`src/rtl/mux2_arbiter.sv`:
```
// Round-robin 2:1 bus arbiter with a bounded hold time; grant one edge after request, data registered one edge after grant.
// No backpressure: a requester drops req to stall, and the owner yields after MAX_HOLD words while the other requester waits.
module mux2_arbiter #(
    parameter int WIDTH    = 1,
    parameter int MAX_HOLD = 4
) (
    input  logic             clk,
    input  logic             rst,
    input  logic             req1,
    input  logic [WIDTH-1:0] in1,
    input  logic             req2,
    input  logic [WIDTH-1:0] in2,
    output logic             gnt1,
    output logic             gnt2,
    output logic             sel,
    output logic [WIDTH-1:0] out,
    output logic             out_valid
);

    localparam int            CW       = $clog2(MAX_HOLD) + 1;
    localparam logic [CW-1:0] HOLD_MAX = CW'(MAX_HOLD - 1);

    typedef enum logic [1:0] {
        IDLE = 2'd0,
        G1   = 2'd1,
        G2   = 2'd2
    } state_t;

    state_t        state;
    state_t        state_nxt;
    logic [CW-1:0] hold_cnt;
    logic [1:0]    last;
    logic          hold_done;
    logic          accept;

    assign hold_done = (hold_cnt == HOLD_MAX);
    assign accept    = (gnt1 & req1) | (gnt2 & req2);

    always_comb begin
        state_nxt = state;
        case (state)
            IDLE: begin
                // on a tie, the requester that did not own the bus last wins
                if (req1 && req2)
                    state_nxt = (last == 2'd1) ? G2 : G1;
                else if (req1)
                    state_nxt = G1;
                else if (req2)
                    state_nxt = G2;
            end
            G1: begin
                if (!req1)
                    state_nxt = req2 ? G2 : IDLE;
                else if (req2 && hold_done)
                    state_nxt = G2;
            end
            G2: begin
                if (!req2)
                    state_nxt = req1 ? G1 : IDLE;
                else if (req1 && hold_done)
                    state_nxt = G1;
            end
            default: state_nxt = IDLE;
        endcase
    end

    always_ff @(posedge clk or posedge rst) begin
        if (rst) begin
            state     <= IDLE;
            gnt1      <= 1'b0;
            gnt2      <= 1'b0;
            sel       <= 1'b0;
            hold_cnt  <= '0;
            last      <= 2'd2;
            out       <= '0;
            out_valid <= 1'b0;
        end else begin
            state <= state_nxt;
            gnt1  <= (state_nxt == G1);
            gnt2  <= (state_nxt == G2);
            // sel follows the new owner on the switch edge and holds through IDLE
            if (state_nxt == G2)
                sel <= 1'b1;
            else if (state_nxt == G1)
                sel <= 1'b0;

            if (state_nxt != state) begin
                hold_cnt <= '0;
                if (state != IDLE)
                    last <= (state == G1) ? 2'd1 : 2'd2;
            end else if (accept && !hold_done) begin
                hold_cnt <= hold_cnt + 1'b1;
            end

            if (accept) begin
                out       <= sel ? in2 : in1;
                out_valid <= 1'b1;
            end else begin
                out_valid <= 1'b0;
            end
        end
    end

endmodule
```
`config.mk`:
```
export PLATFORM = sky130hd
export DESIGN_NAME = mux2_arbiter
export DESIGN_NICKNAME = d
export VERILOG_FILES = /design/src/rtl/mux2_arbiter.sv
export SDC_FILE = /design/constraint.sdc
export NUM_CORES = 1
export LEC_CHECK = 0
export CORE_MARGIN = 1
export CORE_UTILIZATION = 35
export DETAILED_ROUTE_END_ITERATION = 12
export SYNTH_ARGS = -nofsm -noshare
export SYNTH_HDL_FRONTEND = slang
export SYNTH_SLANG_ARGS = --single-unit
```
`constraint.sdc`:
```
create_clock -name clk -period 2.1 [get_ports clk]
set_input_delay 0.315 -clock clk [delete_from_list [all_inputs] [get_ports clk]]
set_output_delay 0.315 -clock clk [all_outputs]
set_load 0.01 [all_outputs]
```
* Word-level counts from Yosys, hierarchy flattened
Index checks and enable logic that the tools add are counted.
Operators by class: add/sub/neg operators 1, eq/ne operators 7, multiplexer cells 18, bitwise gates (word level) 3, reduce and logical (&&, ||, !) cells 10
Operator list (count):
- two-way mux 2 bit | 10
- equality test 2 x 1 -> 1 bit (second input constant) | 3
- two-way mux 3 bit | 2
- case mux 2 bit (3 select lines) | 1
- nonzero test 2 bit | 3
- two-way mux 1 bit | 5
- equality test 2 bit (second input constant) | 2
- logical AND 1 bit | 4
- adder 3 x 1 -> 3 bit (second input constant) | 1
- equality test 3 x 2 -> 1 bit (second input constant) | 1
- bitwise AND 1 bit | 2
- logical NOT 2 bit | 1
- inequality test 2 bit | 1
- AND reduction 2 bit | 1
- logical NOT 1 bit | 1
- bitwise OR 1 bit | 1
Word-level totals: register bits after elaboration 12, bits of input ports 6, output and inout port bits 5, logic and storage cells 47

* Logic depth before layout (Yosys ltp)
Gate-level depths: netlist (run 1).
depth in word-level cells 8, mapped depth 8, gate-level depth less buffers 7

* Worst setup path after synthesis (run 1)
Ideal clock, no wire load.
path kind reg2reg, start register hold_cnt[0], end register sel, setup time 125 ps, arrival 1830 ps, required time 1975 ps, path slack 146 ps, cell stages (with the launch flop) 9, buffers on the path 1, clock period less this slack 1954 ps, cell sequence dfrtp_1 ha_1 ha_1 buf_2 nand3b_1 nand4_1 and2_1 ha_1 mux2_2
On the way: word-level cells in the longest chain between the ends 7, elaborated cells between the ends (all ways) 12, classes of those cells eq/ne (3); mux (6); reduce/logical (3)
Ends and longest elaborated chain:
- start, declared | line 31 | logic [CW-1:0] hold_cnt;
- start signal, assigned | line 92 | hold_cnt <= hold_cnt + 1'b1;
- equality test 3 x 2 -> 1 bit * | line 36 | assign hold_done = (hold_cnt == HOLD_MAX);
- logical AND 1 bit, on equally long branches | line 60, 54
- two-way mux 2 bit, on equally long branches | line 60, 54
- two-way mux 2 bit, on equally long branches | line 58, 52
- case mux 2 bit (3 select lines) * | line 41 | case (state)
- equality test 2 bit or equality test 2 x 1 -> 1 bit (tied branches) | line 82, 84
- two-way mux 1 bit or nonzero test 2 bit (tied branches)
- end signal, assigned | line 72 | sel <= 1'b0;
- end signal, assigned | line 83 | sel <= 1'b1;
- end signal, assigned | line 85 | sel <= 1'b0;
- end, declared | line 15 | output logic sel,
Every way passes the cells marked *; elsewhere a longest branch is shown, timed or not. A chain may end at the register's enable or synchronous reset.

* Worst setup path after layout (run 1)
Same ends and word-level chain as after synthesis.

==> results of run 1 <==
how the worst max path moves through the flow:
stage | to | slack, ps | cells after the start
after floorplan | sel | 150 | 8
after global placement | sel | -2 | 6
after detailed placement | sel | -20 | 6
after CTS | sel | 30 | 7
after global routing | sel | 5 | 7
final | sel | 90 | 7
layout make-up:
type,count,area (um2),share of cell area (%)
Sequential cell,12,301.5,34.53
Inverter,3,11.26,1.289
Timing Repair Buffer,17,152.6,17.48
Clock buffer,4,36.28,4.155
Multi-Input combinational cell,43,340.3,38.97
Tap cell,25,31.28,3.582
worst max-delay path, cell delays in order (launching register included):
cell and delay, ps:
dfrtp_1 390, ha_1 200, ha_2 200, or3b_1 350, nand4_1 110, and2_1 140, ha_1 230, mux2_2 270
flip-flops by register name (all words and copies together), names as in the netlist:
| register | count |
|---|---|
| out | 1 |
| state | 2 |
| sel | 1 |
| gnt2 | 1 |
| gnt1 | 1 |
| out_valid | 1 |
| hold_cnt | 3 |
| last | 2 |
what timing repair did:
action	4_1_cts	5_1_grt
hold buffers	0	0
resized for setup	0	1
endpoints found under the setup margin	0	1
setup buffers	0	1
synth_stat cells, drive strengths merged (2+ instances only):
library cell and number:
a221oi 3, ha 4, o21ai 6, nand4 2
buf 4, nand2 6, dfrtp 11, inv 3
or3 2, nand3b 2, nand3 2
through the flow:
step                setup TNS [ps]  worst slack [ps]  utilization [%]
finish                           0             93.69            49.50
global route                     0             4.560            49.50
CTS                              0             28.25            48.94
detailed placement          -18.76            -18.76            46.88
global placement            -1.611            -1.611            46.88
floorplan                        0             145.6                -
report_power, final:
| group | total (W) | switching, W | internal (W) |
|---|---|---|---|
| Sequential | 0.000338 | 0.0000492 | 0.000289 |
| Combinational | 0.000227 | 0.0000948 | 0.000132 |
| Clock | 0.000186 | 0.0000809 | 0.000105 |
| Total | 0.000751 | 0.000225 | 0.000526 |
cells by family after synthesis:
logic type | Yosys count
buffers and inverters | 7
AND/OR/NAND/NOR | 22
multiplexers | 2
flip-flops | 12
AO/OA/AOI/OAI | 15
adder cells (fa/ha/maj) | 4
routing by layer:
| layer | wire, um | track usage (%) | part of all wire, % |
|---|---|---|---|
| met1 | 651 | 19.06 | 49 |
| met2 | 621 | 24.79 | 46 |
| met3 | 26 | 3.529 | 1.9 |
| met4 | 37 | 12.35 | 2.8 |
| met5 | 0 | 0 | 0 |
==> flow_summary_export.csv, run 1 <==
group,metric,value,unit
synth,synth_xor_area_share,0,%
final_layout,final_common_cell,"dfrtp_1",
synth,synthAdderAreaFrac,7.366,%
synth,synth_top_family_by_area,"compound AO/OA/AOI/OAI gates",
power_and_ir_drop,ir_drop,0.0006032,V
routing,drtAntennaViolNets,0,
synth,syn-cell-area,679.4,um2
critical_path,r2r-start,"hold_cnt[0]",
critical_path,cp-start-kind,"flip-flop",
hold_path,min_path_type,"primary input to async pin",
synth,ys_seq_area_share,44.38,%
floorplanning,fp.coreArea,1764,um2
synth,synth-simple-area-share,19.15,%
critical_path,reg2reg_slack,90,ps
grt,antenna_found_initial,0,
synth,muxShareOfSynthArea,3.131,%
sta,hold_viol_final,0,
grt,grt_max_degree,13,
sta,final_max_slew_viol_count,0,
floorplanning,die_w,46.06,um
synth,synth_cells,62,
sta,period_needed,2006,ps
synth,synth.area.top_cells,"dfrtp_1, ha_1, o21ai_0",
synth,synth_seq_cells,12,
floorplanning,fp.dieH,46.06,um
job,maxCapViolations,0,
place,portBuffers,10,
sta,setup_violations,0,
grt,overflow,0,
synth,async_reset_ff_share,100.0,%
cts,cts_tree,"built",
critical_path,cp.arrival,2170,ps
sta,finalCritPeriodShare,95.54,%
cts,cts_buffer_depth,2,
sta,rsz0062_at_grt,"false",
final_layout,mostFrequentLayoutCells,"dfrtp_1, clkdlybuf4s50_1, buf_4, nand2_1, o21ai_0",
place,dp_cells,99,
place,gp_congestion,0.7527,
synth,synth.distinct_cells,31,
synth,synth_largest_area_cell,"dfrtp_1",
place,hpwl,953.5,um
critical_path,cp_max_fo,4,
routing,routedWlPerCell,12.85,um
sta,max_slew_margin,69.38,%
final_layout,finalInstanceArea,873.3,um2
place,place_area,827.0,um2
synth,yosys_warnings,0,
sta,skew,1.613,ps
cts,clk_latency,280,ps
routing,drc,0,
sta,tightest_slew,458.7,ps
critical_path,critPathCaptureType,"flip-flop",
sta,clock.fmax,498.4,MHz
critical_path,reg2reg_depth,7,
outcome,status,"finished, final reports clean",
synth,synth_top_area_share,40.52,%
floorplanning,die_area,2122,um2
cts,htreeDepth,1,
routing,first_pass_iters,2,
routing,routed_via_density,5.096,
final_layout,final_cells,104,
cts,cts-root-buf,"clkbuf_4",
power_and_ir_drop,leakage,0.3858,nW
routing,vias,530,
grt,grt_util_all_layers,16.00,%
routing,first_iter_violations,4,
floorplanning,pin_count,11,
critical_path,r2r-end,"sel",
final_layout,final_layout_size_suffix_gt1_share,24.05,%
grt,grt_pass1_vias,513,
grt,grt_pass1_wl,2.256,mm
routing,finalWirelength,1.336,mm
final_layout,n_antenna_cell,0,
critical_path,crit_path_start,"hold_cnt[0]",
cts,path_clk_slew,80,ps
synth,synth_nets,72,
synth,synth_area_per_cell,10.96,um2
final_layout,final_nets,90,
sta,holdWs,338.1,ps
floorplanning,row_count,15,
synth,synth-compound-area-share,20.07,%
floorplanning,start_util,38.51,%
power_and_ir_drop,p_per_area,859.7,nW/um2
final_layout,fillers,173,
synth,synthFlopType,"dfrtp_1",
critical_path,crit_type,"flip-flop to flip-flop",
final_layout,syn_to_final_growth,28.55,%
synth,synth_edf_count,0,
cts,clock-sinks,12,
power_and_ir_drop,p_total,0.0007508,W
cts,numCtsBuffers,3,
critical_path,required,2260,ps
Power figures use the tool's default switching activity.
==> run 2, diff against run 1 <==
clock period = 1.6 ns   (was 2.1 ns; I/O delays follow)
==> run 2 against run 1 <==
Against the previous run:
- the run now ends with negative setup slack left
- combinational power increased by 77%
- cell count increased by 6.7%
- total power increased by 45%
- hold slack got worse by 66 ps
- global-route usage increased by 1.6 points
- design area increased by 13%
- critical path depth unchanged
- clock-buffer cell count unchanged
- register-to-register slack got worse by 450 ps
- setup slack got worse by 450 ps
- critical endpoint unchanged
- highest routed layer unchanged
==> flow_summary_export.csv, run 2 (synthesis gave the netlist of run 1 again) <==
group,metric,value,unit
cts,cts-root-buf,"clkbuf_4",
final_layout,mostFrequentLayoutCells,"buf_4, dfrtp_1, clkdlybuf4s50_1, nand2_1, o21ai_0",
place,hpwl,1.072,mm
power_and_ir_drop,p_total,0.001085,W
sta,clock.fmax,510.8,MHz
sta,holdWs,272.0,ps
outcome,status,"finished with violations",
routing,routedWlPerCell,14.05,um
grt,grt_pass1_vias,567,
final_layout,final_common_cell,"buf_4",
final_layout,final_layout_size_suffix_gt1_share,39.53,%
final_layout,reg_top3,"hold_cnt: 3 flops, last: 2 flops, state: 2 flops",
grt,overflow,0,
sta,max_slew_margin,67.49,%
routing,vias,567,
critical_path,crit_type,"flip-flop to flip-flop",
floorplanning,die_w,46.06,um
floorplanning,pin_count,11,
final_layout,final_cells,111,
final_layout,n_antenna_cell,0,
critical_path,endpoint,"sel",
routing,routed_via_density,5.108,
sta,tightest_slew,487.2,ps
cts,path_clk_slew,80,ps
cts,cts_tree,"built",
sta,final_max_slew_viol_count,0,
critical_path,cp_max_fo,4,
place,portBuffers,10,
critical_path,critPathCaptureType,"flip-flop",
final_layout,final_nets,97,
cts,clock-sinks,12,
cts,ctsHoldBuffers,0,
routing,finalWirelength,1.559,mm
routing,first_iter_violations,12,
place,gp_congestion,0.7536,
critical_path,worst_path_largest_cell_delay,390,ps
floorplanning,start_util,38.51,%
outcome,violations,"negative setup slack",
power_and_ir_drop,p_per_area,1103,nW/um2
routing,drc,0,
grt,grt_util_all_layers,17.57,%
sta,finalCritPeriodShare,122.4,%
final_layout,largest_reg_flops,3,
critical_path,reg2reg_slack,-360,ps
floorplanning,fp.coreArea,1764,um2
cts,cts_buffer_depth,2,
critical_path,crit_top_cell,"ha_4",
cts,clk_latency,280,ps
grt,grt_pass1_wl,2.635,mm
grt,antenna_found_initial,0,
power_and_ir_drop,ir_drop,0.0007328,V
hold_path,min_path_type,"primary input to async pin",
power_and_ir_drop,leakage,0.4262,nW
final_layout,syn_to_final_growth,44.75,%
final_layout,largest_register,"hold_cnt",
place,dp_cells,106,
cts,numCtsBuffers,3,
job,maxCapViolations,0,
critical_path,worstPathCellList,"ha_2 > ha_4 > or3b_1 > nand4_1 > and2_4 > ha_4 > mux2_2",
critical_path,cp.arrival,2130,ps
floorplanning,fp.dieH,46.06,um
sta,setup_violations,3,
routing,drtAntennaViolNets,0,
grt,grt_max_degree,13,
critical_path,r2r-end,"sel",
routing,first_pass_iters,4,
floorplanning,die_area,2122,um2
sta,rsz0062_at_grt,"true",
critical_path,r2r-start,"hold_cnt[1]",
critical_path,crit_path_start,"hold_cnt[1]",
floorplanning,row_count,15,
critical_path,cp-start-kind,"flip-flop",
sta,final.setup.worst_slack,-357.8,ps
sta,period_needed,1958,ps
cts,htreeDepth,1,
critical_path,cp_slowest_cell,"dfrtp_1",
sta,hold_viol_final,0,
sta,skew,0.9798,ps
critical_path,reg2reg_depth,7,
critical_path,required,1770,ps
run 2: metal layers:
metal  up-vias  part of all wire (%)  global-route usage [%]
met5         -                     0                       0
met4         0                  0.77                   5.294
met3         4                   3.3                   3.529
met2        11                    50                   28.45
met1       277                    46                   23.47
li1        275                     -                       -
run 2: worst min path at each step:
stage,start,to,slack (ps),cells after the start
after floorplan,rst,gnt1,100,1
after global placement,out,out,470,2
after detailed placement,out,out,480,2
after CTS,rst,sel,290,2
after global routing,rst,state[0],300,2
final,rst,hold_cnt[0],270,2
run 2: final cells by class:
| type | count | area (um2) |
|---|---|---|
| timing repair buffer | 24 | 205.2 |
| clock buffer | 4 | 36.28 |
| sequential | 12 | 301.5 |
| fill | 162 | 780.7 |
| multi-input combinational | 43 | 397.9 |
| tap | 25 | 31.28 |
| inverter | 3 | 11.26 |
run 2: what timing repair did:
item / CTS / global route
endpoints found under the setup margin: 5 / 8
endpoints found under the hold margin: 0 / 0
resized for setup: 2 / 9
cloned: 0 / 0
setup buffers: 0 / 1
pin swaps: 2 / 4
run 2: power breakdown:
group | internal [W] | total [W] | leakage [nW] | switching (W)
clock network | 0.000138 | 0.000254 | 0.0210 | 0.000115
registers | 0.000379 | 0.000429 | 0.153 | 0.0000503
logic | 0.000235 | 0.000402 | 0.252 | 0.000167
run 2: stage by stage:
step | setup TNS (ps) | worst slack, ps | instance area (um2) | util [%]
finish | -370.9 | -357.8 | 983.4 | 55.74
global route | -730.0 | -425.4 | 983.4 | 55.74
CTS | -384.7 | -361.2 | 944.7 | 53.55
detailed placement | -928.8 | -435.3 | 894.6 | 50.71
global placement | -804.4 | -422.6 | 894.6 | 50.71
floorplan | -254.0 | -254.0 | 700.7 | -
run 2: worst max-delay path, delay by kind of cell (launching register included):
family / cells / cell delay (ps)
AND/OR/NAND/NOR: 3 / 630
adder cells (fa/ha/maj): 3 / 560
flip-flops: 1 / 390
multiplexers: 1 / 260
==> run 3, diff against run 2 <==
--- a/config.mk
+++ b/config.mk
@@ -9,4 +9,5 @@
 export CORE_UTILIZATION = 35
 export DETAILED_ROUTE_END_ITERATION = 12
+export SKIP_CTS_REPAIR_TIMING = 1
 export SYNTH_ARGS = -nofsm -noshare
 export SYNTH_HDL_FRONTEND = slang
==> constraint.sdc (replaced) <==
create_clock -name clk -period 1.6 [get_ports clk]
set_input_delay 0.4 -clock clk [delete_from_list [all_inputs] [get_ports clk]]
set_output_delay 0.4 -clock clk [all_outputs]
set_load 0.01 [all_outputs]
==> run 3 against run 2 <==
Against the previous run:
- critical endpoint unchanged
- maximum frequency decreased by 0.50%
- the run still ends with negative setup slack left
- clock power down 3%
- sequential share of layout area grew 0.16 points
==> flow_summary_export.csv, run 3 (synthesis gave the netlist of run 1 again) <==
group,metric,value,unit
routing,routedWlPerCell,13.12,um
critical_path,crit_type,"flip-flop to flip-flop",
routing,drc,0,
power_and_ir_drop,pwr-share-seq,40.6,%
grt,grt_max_degree,13,
final_layout,reg_top3,"hold_cnt: 3 flops, last: 2 flops, state: 2 flops",
final_layout,mostFrequentLayoutCells,"buf_4, dfrtp_1, o21ai_0, clkdlybuf4s50_1, nand2_1",
sta,fin_tns_setup,-411.5,ps
cts,numCtsBuffers,3,
final_layout,n_antenna_cell,0,
power_and_ir_drop,clkPwrFrac,23.5,%
place,dp_cells,107,
critical_path,critPathCaptureType,"flip-flop",
critical_path,cp_slowest_cell,"dfrtp_1",
cts,cts_buffer_depth,2,
routing,vias,552,
outcome,status,"finished with violations",
floorplanning,pin_count,11,
critical_path,cp.arrival,2130,ps
critical_path,worstPathCellList,"ha_2 > ha_4 > or3b_1 > nand4_1 > and2_1 > ha_1 > mux2_2",
grt,antenna_found_initial,0,
power_and_ir_drop,p_int,0.0007331,W
grt,grt_pass1_vias,512,
floorplanning,fp.coreArea,1764,um2
critical_path,path_buf_inv,0,
sta,clock.fmax,508.2,MHz
power_and_ir_drop,leakage,0.4745,nW
place,portBuffers,10,
routing,routed_via_density,4.929,
grt,grt_util_all_layers,15.20,%
sta,setup_violations,2,
sta,hold_viol_final,0,
final_layout,largest_reg_flops,3,
critical_path,cp-start-kind,"flip-flop",
cts,clock-sinks,12,
routing,first_pass_iters,2,
place,dp_slack,-594.0,ps
cts,htreeDepth,1,
final_layout,final_layout_size_suffix_gt1_share,35.63,%
place,hpwl,1.019,mm
floorplanning,start_util,38.51,%
sta,holdWs,429.4,ps
job,maxCapViolations,0,
grt,overflow,0,
sta,rsz0062_at_grt,"true",
sta,final_max_slew_viol_count,0,
sta,finalCritPeriodShare,123.0,%
cts,path_clk_slew,80,ps
floorplanning,row_count,15,
cts,cts_tree,"built",
critical_path,cp_max_fo,4,
power_and_ir_drop,p_total,0.001050,W
sta,period_needed,1968,ps
sta,final.setup.worst_slack,-367.6,ps
power_and_ir_drop,p_sw,0.0003173,W
final_layout,largest_register,"hold_cnt",
place,gp_congestion,0.7315,
critical_path,path_delay_family,"adder cells",
power_and_ir_drop,combPwrFrac,35.9,%
power_and_ir_drop,swShare,30.21,%
critical_path,required,1770,ps
hold_path,min_path_type,"primary input to async pin",
cts,clk_latency,270,ps
final_layout,final_cells,112,
routing,first_iter_violations,8,
critical_path,worst_path_largest_cell_delay,390,ps
routing,finalWirelength,1.469,mm
final_layout,syn_to_final_growth,44.01,%
floorplanning,fp.dieH,46.06,um
power_and_ir_drop,ir_drop,0.0006518,V
final_layout,final_nets,98,
sta,max_slew_margin,68.73,%
sta,skew,3.679,ps
final_layout,final_common_cell,"buf_4",
routing,drtAntennaViolNets,0,
sta,tightest_slew,468.5,ps
power_and_ir_drop,p_per_area,1074,nW/um2
outcome,violations,"negative setup slack",
floorplanning,die_w,46.06,um
cts,cts-root-buf,"clkbuf_4",
grt,grt_pass1_wl,2.290,mm
floorplanning,die_area,2122,um2
run 3: cell types whose count changed in the layout (fill, tap and decap cells not counted), sizes merged:
cell           delta
clkdlybuf4s50     -4
buf               +1
dlymetal6s2s      +4
run 3: path summary, 6_finish.rpt:
| check | start | to | slack, ps | depth (start not counted) |
|---|---|---|---|---|
| min in group clk | out | out | 510 | 2 |
| max in group asynchronous | rst | last[1] | 820 | 2 |
| setup / recovery | hold_cnt[1] | sel | -370 | 7 |
| hold reg to reg | out | out | 510 | 2 |
| hold / removal | rst | hold_cnt[0] | 430 | 2 |
| setup reg to reg | hold_cnt[1] | sel | -370 | 7 |
run 3: area by class of cell:
class	count	area [um2]
Clock buffer	4	36.28
Fill cell	162	785.8
Inverter	3	11.26
Multi-Input combinational cell	43	375.4
Sequential cell	12	301.5
Tap cell	25	31.28
Timing Repair Buffer	25	222.7
run 3: per-stage QoR:
stage,util (%),instance area [um2]
after floorplan,-,700.7
after global placement,51.13,902.1
after detailed placement,51.13,902.1
after CTS,53.19,938.4
after global routing,55.46,978.4
final,55.46,978.4
run 3: power by group through the flow:
stage | Clock (W) | Combinational [W] | Sequential [W]
final | 0.000247 | 0.000377 | 0.000426
after floorplan | 0 | 0.000167 | 0.000446
after global routing | 0.000267 | 0.000412 | 0.000437
after CTS | 0.000258 | 0.000360 | 0.000431
after global placement | 0 | 0.000356 | 0.000435
after detailed placement | 0 | 0.000357 | 0.000436
run 3: layer usage:
layer / track usage, % / vias up / wire length (um)
met2: 23.10 / 5 / 741
met1: 21.76 / 269 / 700
met4: 5.294 / 0 / 0
met3: 2.353 / 0 / 28
li1: - / 278 / -
met5: 0 / - / 0
